### src/rtl/melody_addr_gen.sv
// Sine-table address generator that plays a fixed 8-note melody.
// Each note sweeps ADDR at its pitch rate for its beat count, then a silent gap follows.
module melody_addr_gen #(
    parameter int COUNT_SIZE = 8,
    parameter int BEAT_DIV   = 12_500_000,
    parameter int GAP_CYC    = 500_000
) (
    input  logic                  clk,
    input  logic                  resetN,
    input  logic                  start,
    input  logic                  stop,
    input  logic                  loop,
    output logic [COUNT_SIZE-1:0] ADDR,
    output logic                  sound_on,
    output logic [3:0]            note_idx,
    output logic [2:0]            mel_pos,
    output logic                  busy,
    output logic                  done
);

    localparam int BW = $clog2(BEAT_DIV);
    localparam int GW = (GAP_CYC > 1) ? $clog2(GAP_CYC) : 1;
    localparam logic [BW-1:0] BEAT_LAST = BW'(BEAT_DIV - 1);
    localparam logic [GW-1:0] GAP_LAST  = GW'((GAP_CYC > 0) ? GAP_CYC - 1 : 0);

    typedef enum logic [1:0] {IDLE, PLAY, GAP} state_t;

    state_t                state, state_n;
    logic [9:0]            tone_cnt, tone_n;
    logic [BW-1:0]         beat_cnt, beat_n;
    logic [2:0]            beats_left, left_n;
    logic [GW-1:0]         gap_cnt, gap_n;
    logic [COUNT_SIZE-1:0] addr_n;
    logic [3:0]            note_n;
    logic [2:0]            pos_n;
    logic                  sound_n, busy_n, done_n;
    logic                  advance, enter;
    logic [2:0]            enter_pos;

    function automatic logic [3:0] rom_note(input logic [2:0] p);
        case (p)
            3'd0, 3'd1: return 4'd1;
            3'd2, 3'd3: return 4'd5;
            3'd4, 3'd5: return 4'd6;
            3'd6:       return 4'd5;
            default:    return 4'd0;
        endcase
    endfunction

    function automatic logic [2:0] rom_beats(input logic [2:0] p);
        return (p == 3'd6) ? 3'd4 : 3'd2;
    endfunction

    // Tone period minus one; the table sweep period is 256 x (DIV+1) clocks.
    function automatic logic [9:0] pitch_div(input logic [3:0] n);
        case (n)
            4'd1:    return 10'd746;
            4'd2:    return 10'd664;
            4'd3:    return 10'd592;
            4'd4:    return 10'd558;
            4'd5:    return 10'd497;
            4'd6:    return 10'd443;
            4'd7:    return 10'd395;
            4'd8:    return 10'd372;
            default: return 10'd0;
        endcase
    endfunction

    function automatic logic is_pitch(input logic [3:0] n);
        return (n >= 4'd1) && (n <= 4'd8);
    endfunction

    // NOTE: every variable gets a default before any branch, so no latch is inferred.
    always_comb begin
        state_n   = state;
        tone_n    = tone_cnt;
        beat_n    = beat_cnt;
        left_n    = beats_left;
        gap_n     = gap_cnt;
        addr_n    = ADDR;
        note_n    = note_idx;
        pos_n     = mel_pos;
        done_n    = 1'b0;
        advance   = 1'b0;
        enter     = 1'b0;
        enter_pos = 3'd0;

        if (stop) begin
            state_n = IDLE;
            addr_n  = '0;
            note_n  = 4'd0;
            tone_n  = '0;
            beat_n  = '0;
            left_n  = '0;
            gap_n   = '0;
        end else if (start) begin
            enter = 1'b1;
        end else begin
            case (state)
                PLAY: begin
                    if (is_pitch(note_idx)) begin
                        if (tone_cnt == pitch_div(note_idx)) begin
                            tone_n = '0;
                            addr_n = ADDR + COUNT_SIZE'(1);
                        end else begin
                            tone_n = tone_cnt + 10'd1;
                        end
                    end
                    if (beat_cnt == BEAT_LAST) begin
                        beat_n = '0;
                        left_n = beats_left - 3'd1;
                        if (beats_left == 3'd1) begin
                            if (GAP_CYC == 0) begin
                                advance = 1'b1;
                            end else begin
                                state_n = GAP;
                                gap_n   = '0;
                            end
                        end
                    end else begin
                        beat_n = beat_cnt + BW'(1);
                    end
                end
                GAP: begin
                    if (gap_cnt == GAP_LAST) advance = 1'b1;
                    else                     gap_n   = gap_cnt + GW'(1);
                end
                default: ;
            endcase
        end

        // loop is looked at only here, when leaving the last position.
        if (advance) begin
            if (mel_pos != 3'd7) begin
                enter     = 1'b1;
                enter_pos = mel_pos + 3'd1;
            end else if (loop) begin
                enter = 1'b1;
            end else begin
                state_n = IDLE;
                done_n  = 1'b1;
                addr_n  = '0;
                note_n  = 4'd0;
                tone_n  = '0;
                beat_n  = '0;
                left_n  = '0;
                gap_n   = '0;
            end
        end

        if (enter) begin
            state_n = PLAY;
            pos_n   = enter_pos;
            addr_n  = '0;
            tone_n  = '0;
            beat_n  = '0;
            gap_n   = '0;
            left_n  = rom_beats(enter_pos);
            note_n  = rom_note(enter_pos);
        end

        sound_n = (state_n == PLAY) && is_pitch(note_n);
        busy_n  = (state_n != IDLE);
    end

    // NOTE: sequential state uses non-blocking assignments only.
    always_ff @(posedge clk or negedge resetN) begin
        if (!resetN) begin
            state      <= IDLE;
            tone_cnt   <= '0;
            beat_cnt   <= '0;
            beats_left <= '0;
            gap_cnt    <= '0;
            ADDR       <= '0;
            note_idx   <= 4'd0;
            mel_pos    <= 3'd0;
            sound_on   <= 1'b0;
            busy       <= 1'b0;
            done       <= 1'b0;
        end else begin
            state      <= state_n;
            tone_cnt   <= tone_n;
            beat_cnt   <= beat_n;
            beats_left <= left_n;
            gap_cnt    <= gap_n;
            ADDR       <= addr_n;
            note_idx   <= note_n;
            mel_pos    <= pos_n;
            sound_on   <= sound_n;
            busy       <= busy_n;
            done       <= done_n;
        end
    end

endmodule

### config.mk
export PLATFORM = sky130hd
export DESIGN_NAME = melody_addr_gen
export DESIGN_NICKNAME = d
export VERILOG_FILES = /design/src/rtl/melody_addr_gen.sv
export SDC_FILE = /design/constraint.sdc
export NUM_CORES = 1
export LEC_CHECK = 0
export ABC_AREA = 1
export BUFFER_PORTS_ARGS = -buffer_cell sky130_fd_sc_hd__buf_4
export CORE_MARGIN = 10
export CORE_UTILIZATION = 43
export CTS_BUF_LIST = sky130_fd_sc_hd__clkbuf_8
export CTS_CLUSTER_DIAMETER = 100
export DETAILED_ROUTE_END_ITERATION = 7
export PLACE_DENSITY = 0.62
export SLEW_MARGIN = 15
export SYNTH_ARGS = -nofsm -noshare
export SYNTH_HDL_FRONTEND = slang
export SYNTH_SLANG_ARGS = --single-unit
### constraint.sdc
create_clock -name clk -period 2.5 [get_ports clk]
set_input_delay 0.125 -clock clk [delete_from_list [all_inputs] [get_ports clk]]
set_output_delay 0.125 -clock clk [all_outputs]
set_load 0.01 [all_outputs]
==> results by group <==
STA
  • Post-route clock period utilization: 87.9%
  • Final Setup Violations: 0
  • Setup_tns: 0 ns
  • Skew final: 0.00654 ns
  • Fin. Hold Viols: 0
  • Slew @ Worst Pin: 0.987 ns
  • Rel. slew slack: 34.2%
  • Slew Limit Fails: 0
  • Crit path time final: 2.20 ns
  • Unrepaired setup endpoints after global routing: no
  • Worst hold slack: 0.0950 ns
  • Fmax achieved: 455 MHz

Finish
  • Commonest non-fill, non-tap cells in the layout: 134 x nand2_1, 103 x inv_1, 89 x nor2_1, 76 x dfrtp_1, 54 x nand3_1
  • P&R area growth vs syn: 10.7%
  • Reg area: 0.00190 mm²
  • Diodes inserted: 0
  • Commonest non-fill, non-tap cell in the layout: nand2_1
  • Fill count: 1,114
  • Multi-input logic area: 0.00271 mm²
  • Layout cells sized above 1: 14.2%
  • Fin nets: 762
  • Post-route insts no fill: 892

Global routing
  • Initial antenna violation count: 0
  • First-pass GRT wire length: 21,700 µm
  • Total GRT Usage: 15.8%
  • Largest net degree at the start of global routing: 77
  • Vias in the first global route: 4,511
  • Total grt overflow: 0

Worst setup path
  • CP Max Fanout: 8
  • Kind of end point of the critical path: flop
  • Ordered cell list for the critical path: inv_1 > ha_1 > nor2_2 > nor2_1 > xnor2_1 > o21ai_1 > nor2_1 > nand2_1 > nor2_4 > nand2_2 > nand2_2 > nor3b_1
  • Reg-to-reg critical path startpoint: note_idx[0]
  • CP max stage cell: dfrtp_1
  • Worst setup SP type: flop
  • Worst Path Buf+Inv: 1
  • Crit. Startpoint: note_idx[0]
  • Crit path DAT: 2.45 ns
  • CP top delay family: simple AND/OR/NAND/NOR gates
  • CP required: 2.75 ns
  • Worst path max stage delay: 0.45 ns
  • Setup CP Type: flop to flop

Clock network
  • CTS Buffer Depth: 2
  • Clock transition at the registers of the reported paths: 0.08 ns
  • Htree depth: 3
  • Cts hold-fix bufs: 1
  • CTS tree: yes
  • Root Driver: clkbuf_8
  • Clk_lat worst skew: 0.37 ns
  • Clk sink count: 76
  • Setup repair bufs after CTS: 0
  • Post-CTS sizing: 0
  • CTS Buf Count: 9

Pwr
  • Sw Share: 26.4%
  • Power Dens Cells: 436 mW/mm²
  • Reg power frac: 50.8%
  • NetSw: 0.655 mW
  • Logic pwr share: 9.7%
  • Clock power frac: 39.5%
  • Internal power: 1.83 mW
  • Max VDD drop: 234 µV
  • P_leak: 2.70 nW

Route
  • Vias after detailed routing: 4,717
  • Drt first-iter violations: 293
  • Pre-antenna DRT Iters: 4
  • Antenna viol nets, final: 0
  • DR WL/cell: 14.3 µm
  • Post-route DRC: 0
  • Routed wire length: 12,700 µm
  • Via-to-Cell Ratio: 5.29

Yosys
  • Post-synth cell types: 52
  • Post-Syn Area: 0.00514 mm²
  • Post-synthesis sequential area ratio: 37.0%
  • Yosys warns: 0
  • Post-Syn Instances: 713
  • Post-synth top area share: 37.0%
  • Avg Inst Size Synth: 7.21 µm²
  • Async SR Flop Fraction: 100%
  • Post-synthesis register bit count: 76
  • Post-synth EDFFs: 0
  • Syn_nets: 731
  • Top FF cell, synth: dfrtp_1
  • Synth area leader: dfrtp_1
  • Synth area leaders: dfrtp_1 37%, nand2_1 9.8%, inv_1 7.4%

Worst hold path
  • Hold Startpoint: loop
  • Class of the tightest hold or removal check: input pin to flop

Placement
  • PortBufs: 22
  • GPL Wtd Cong: 0.940
  • Dpl hpwl: 9560 µm
  • Post-Place Cells: 875

Floorplan
  • Top Ports: 23
  • Chip height: 129 µm
  • Row count: 39
  • Die footprint: 0.0167 mm²
  • Core ar.: 0.0116 mm²
  • Die W: 129 µm
  • Initial Util: 44.5%

Run
  • # Max-Cap Violations: 0

Outcome
  • Outcome: finished, final reports clean
-- worst paths after layout --
path	end	slack (ns)	depth (start not counted)
worst max-delay path	tone_cnt[8]	0.30	12
worst min-delay path	done	0.1	4
worst max register to register	tone_cnt[8]	0.30	12
worst min register to register	mel_pos[1]	0.52	2
max in group asynchronous	gap_cnt[17]	1.41	2
min in group asynchronous	tone_cnt[6]	0.44	2
-- final cells by class --
class                           count  share of cell area [%]
Clock inverter                      5                   0.901
Sequential cell                    76                    33.4
Multi-Input combinational cell    504                    47.6
Timing Repair Buffer               32                    4.26
Tap cell                          143                    3.14
Clock buffer                       11                    2.66
Inverter                          121                    7.98
-- stage by stage --
| step | utilization (%) | cell area [µm²] | setup slack, ns | power (mW) |
|---|---|---|---|---|
| floorplan | - | 5140 | 0.523 | 1.44 |
| global placement | 47.4 | 5480 | 0.354 | 1.52 |
| detailed placement | 47.4 | 5480 | 0.336 | 1.53 |
| CTS | 49.2 | 5690 | 0.302 | 2.51 |
| global route | 49.2 | 5690 | 0.0571 | 2.59 |
| finish | 49.2 | 5690 | 0.302 | 2.48 |
-- layer usage --
layer / vias up / wire (µm) / track usage [%]
met2: 108 / 6070 / 26.0
met3: 16 / 577 / 2.94
met1: 2213 / 5850 / 20.1
met5: - / 0 / 0
li1: 2380 / - / -
met4: 0 / 221 / 6.09
-- registers in the layout (all words and copies together) (netlist names) --
name,cells
mel_pos,3
busy,1
note_idx,4
state,2
done,1
beats_left,3
beat_cnt,24
gap_cnt,19
tone_cnt,10
ADDR,8
sound_on,1
-- worst reg2reg max path, stage by stage, from the launching register on --
cell     delay (ns)
dfrtp_1        0.45
inv_1          0.10
ha_1           0.33
nor2_2         0.10
nor2_1         0.07
xnor2_1        0.19
o21ai_1        0.10
nor2_1         0.10
nand2_1        0.09
nor2_4         0.21
nand2_2        0.12
nand2_2        0.16
nor3b_1        0.07
-- Yosys cell counts, types with 2 or more instances --
cell and instances:
a211oi_1 3, a21oi_1 27, a221oi_1 2, a31oi_1 5
and3_1 3, buf_2 4, buf_4 2, buf_6 2
clkbuf_1 3, dfrtp_1 76, ha_1 13, inv_1 102
inv_2 18, nand2_1 134, nand2_2 10, nand2_4 3
nand3_1 54, nand3_2 7, nand3b_1 3, nand4_1 20
nor2_1 89, nor2_2 11, nor2_4 2, nor2_8 2
nor3_1 19, nor3_2 2, nor3b_1 2, nor4_1 6
o211ai_1 9, o21ai_0 32, o21ai_1 9, or2_1 2
xnor2_1 3, xor2_1 16
-- power by group through the flow --
stage	sequential, mW	clock [mW]	combinational, mW
global route	1.26	1.05	0.275
CTS	1.26	1.01	0.245
finish	1.26	0.980	0.242
detailed placement	1.29	0	0.242
global placement	1.28	0	0.240
floorplan	1.28	0	0.155
-- logic make-up (layout without fill, tap and decap cells) --
kind of cell / count (synthesis) / in the layout / synth area share [%]
simple gates: 375 / 375 / 35.4
fa+ha+maj: 13 / 13 / 3.16
xor+xnor: 19 / 19 / 3.24
flops: 76 / 76 / 37.0
buf+inv: 133 / 169 / 10.2
compound gates: 97 / 97 / 11.0
(Power assumes the default switching activity.)
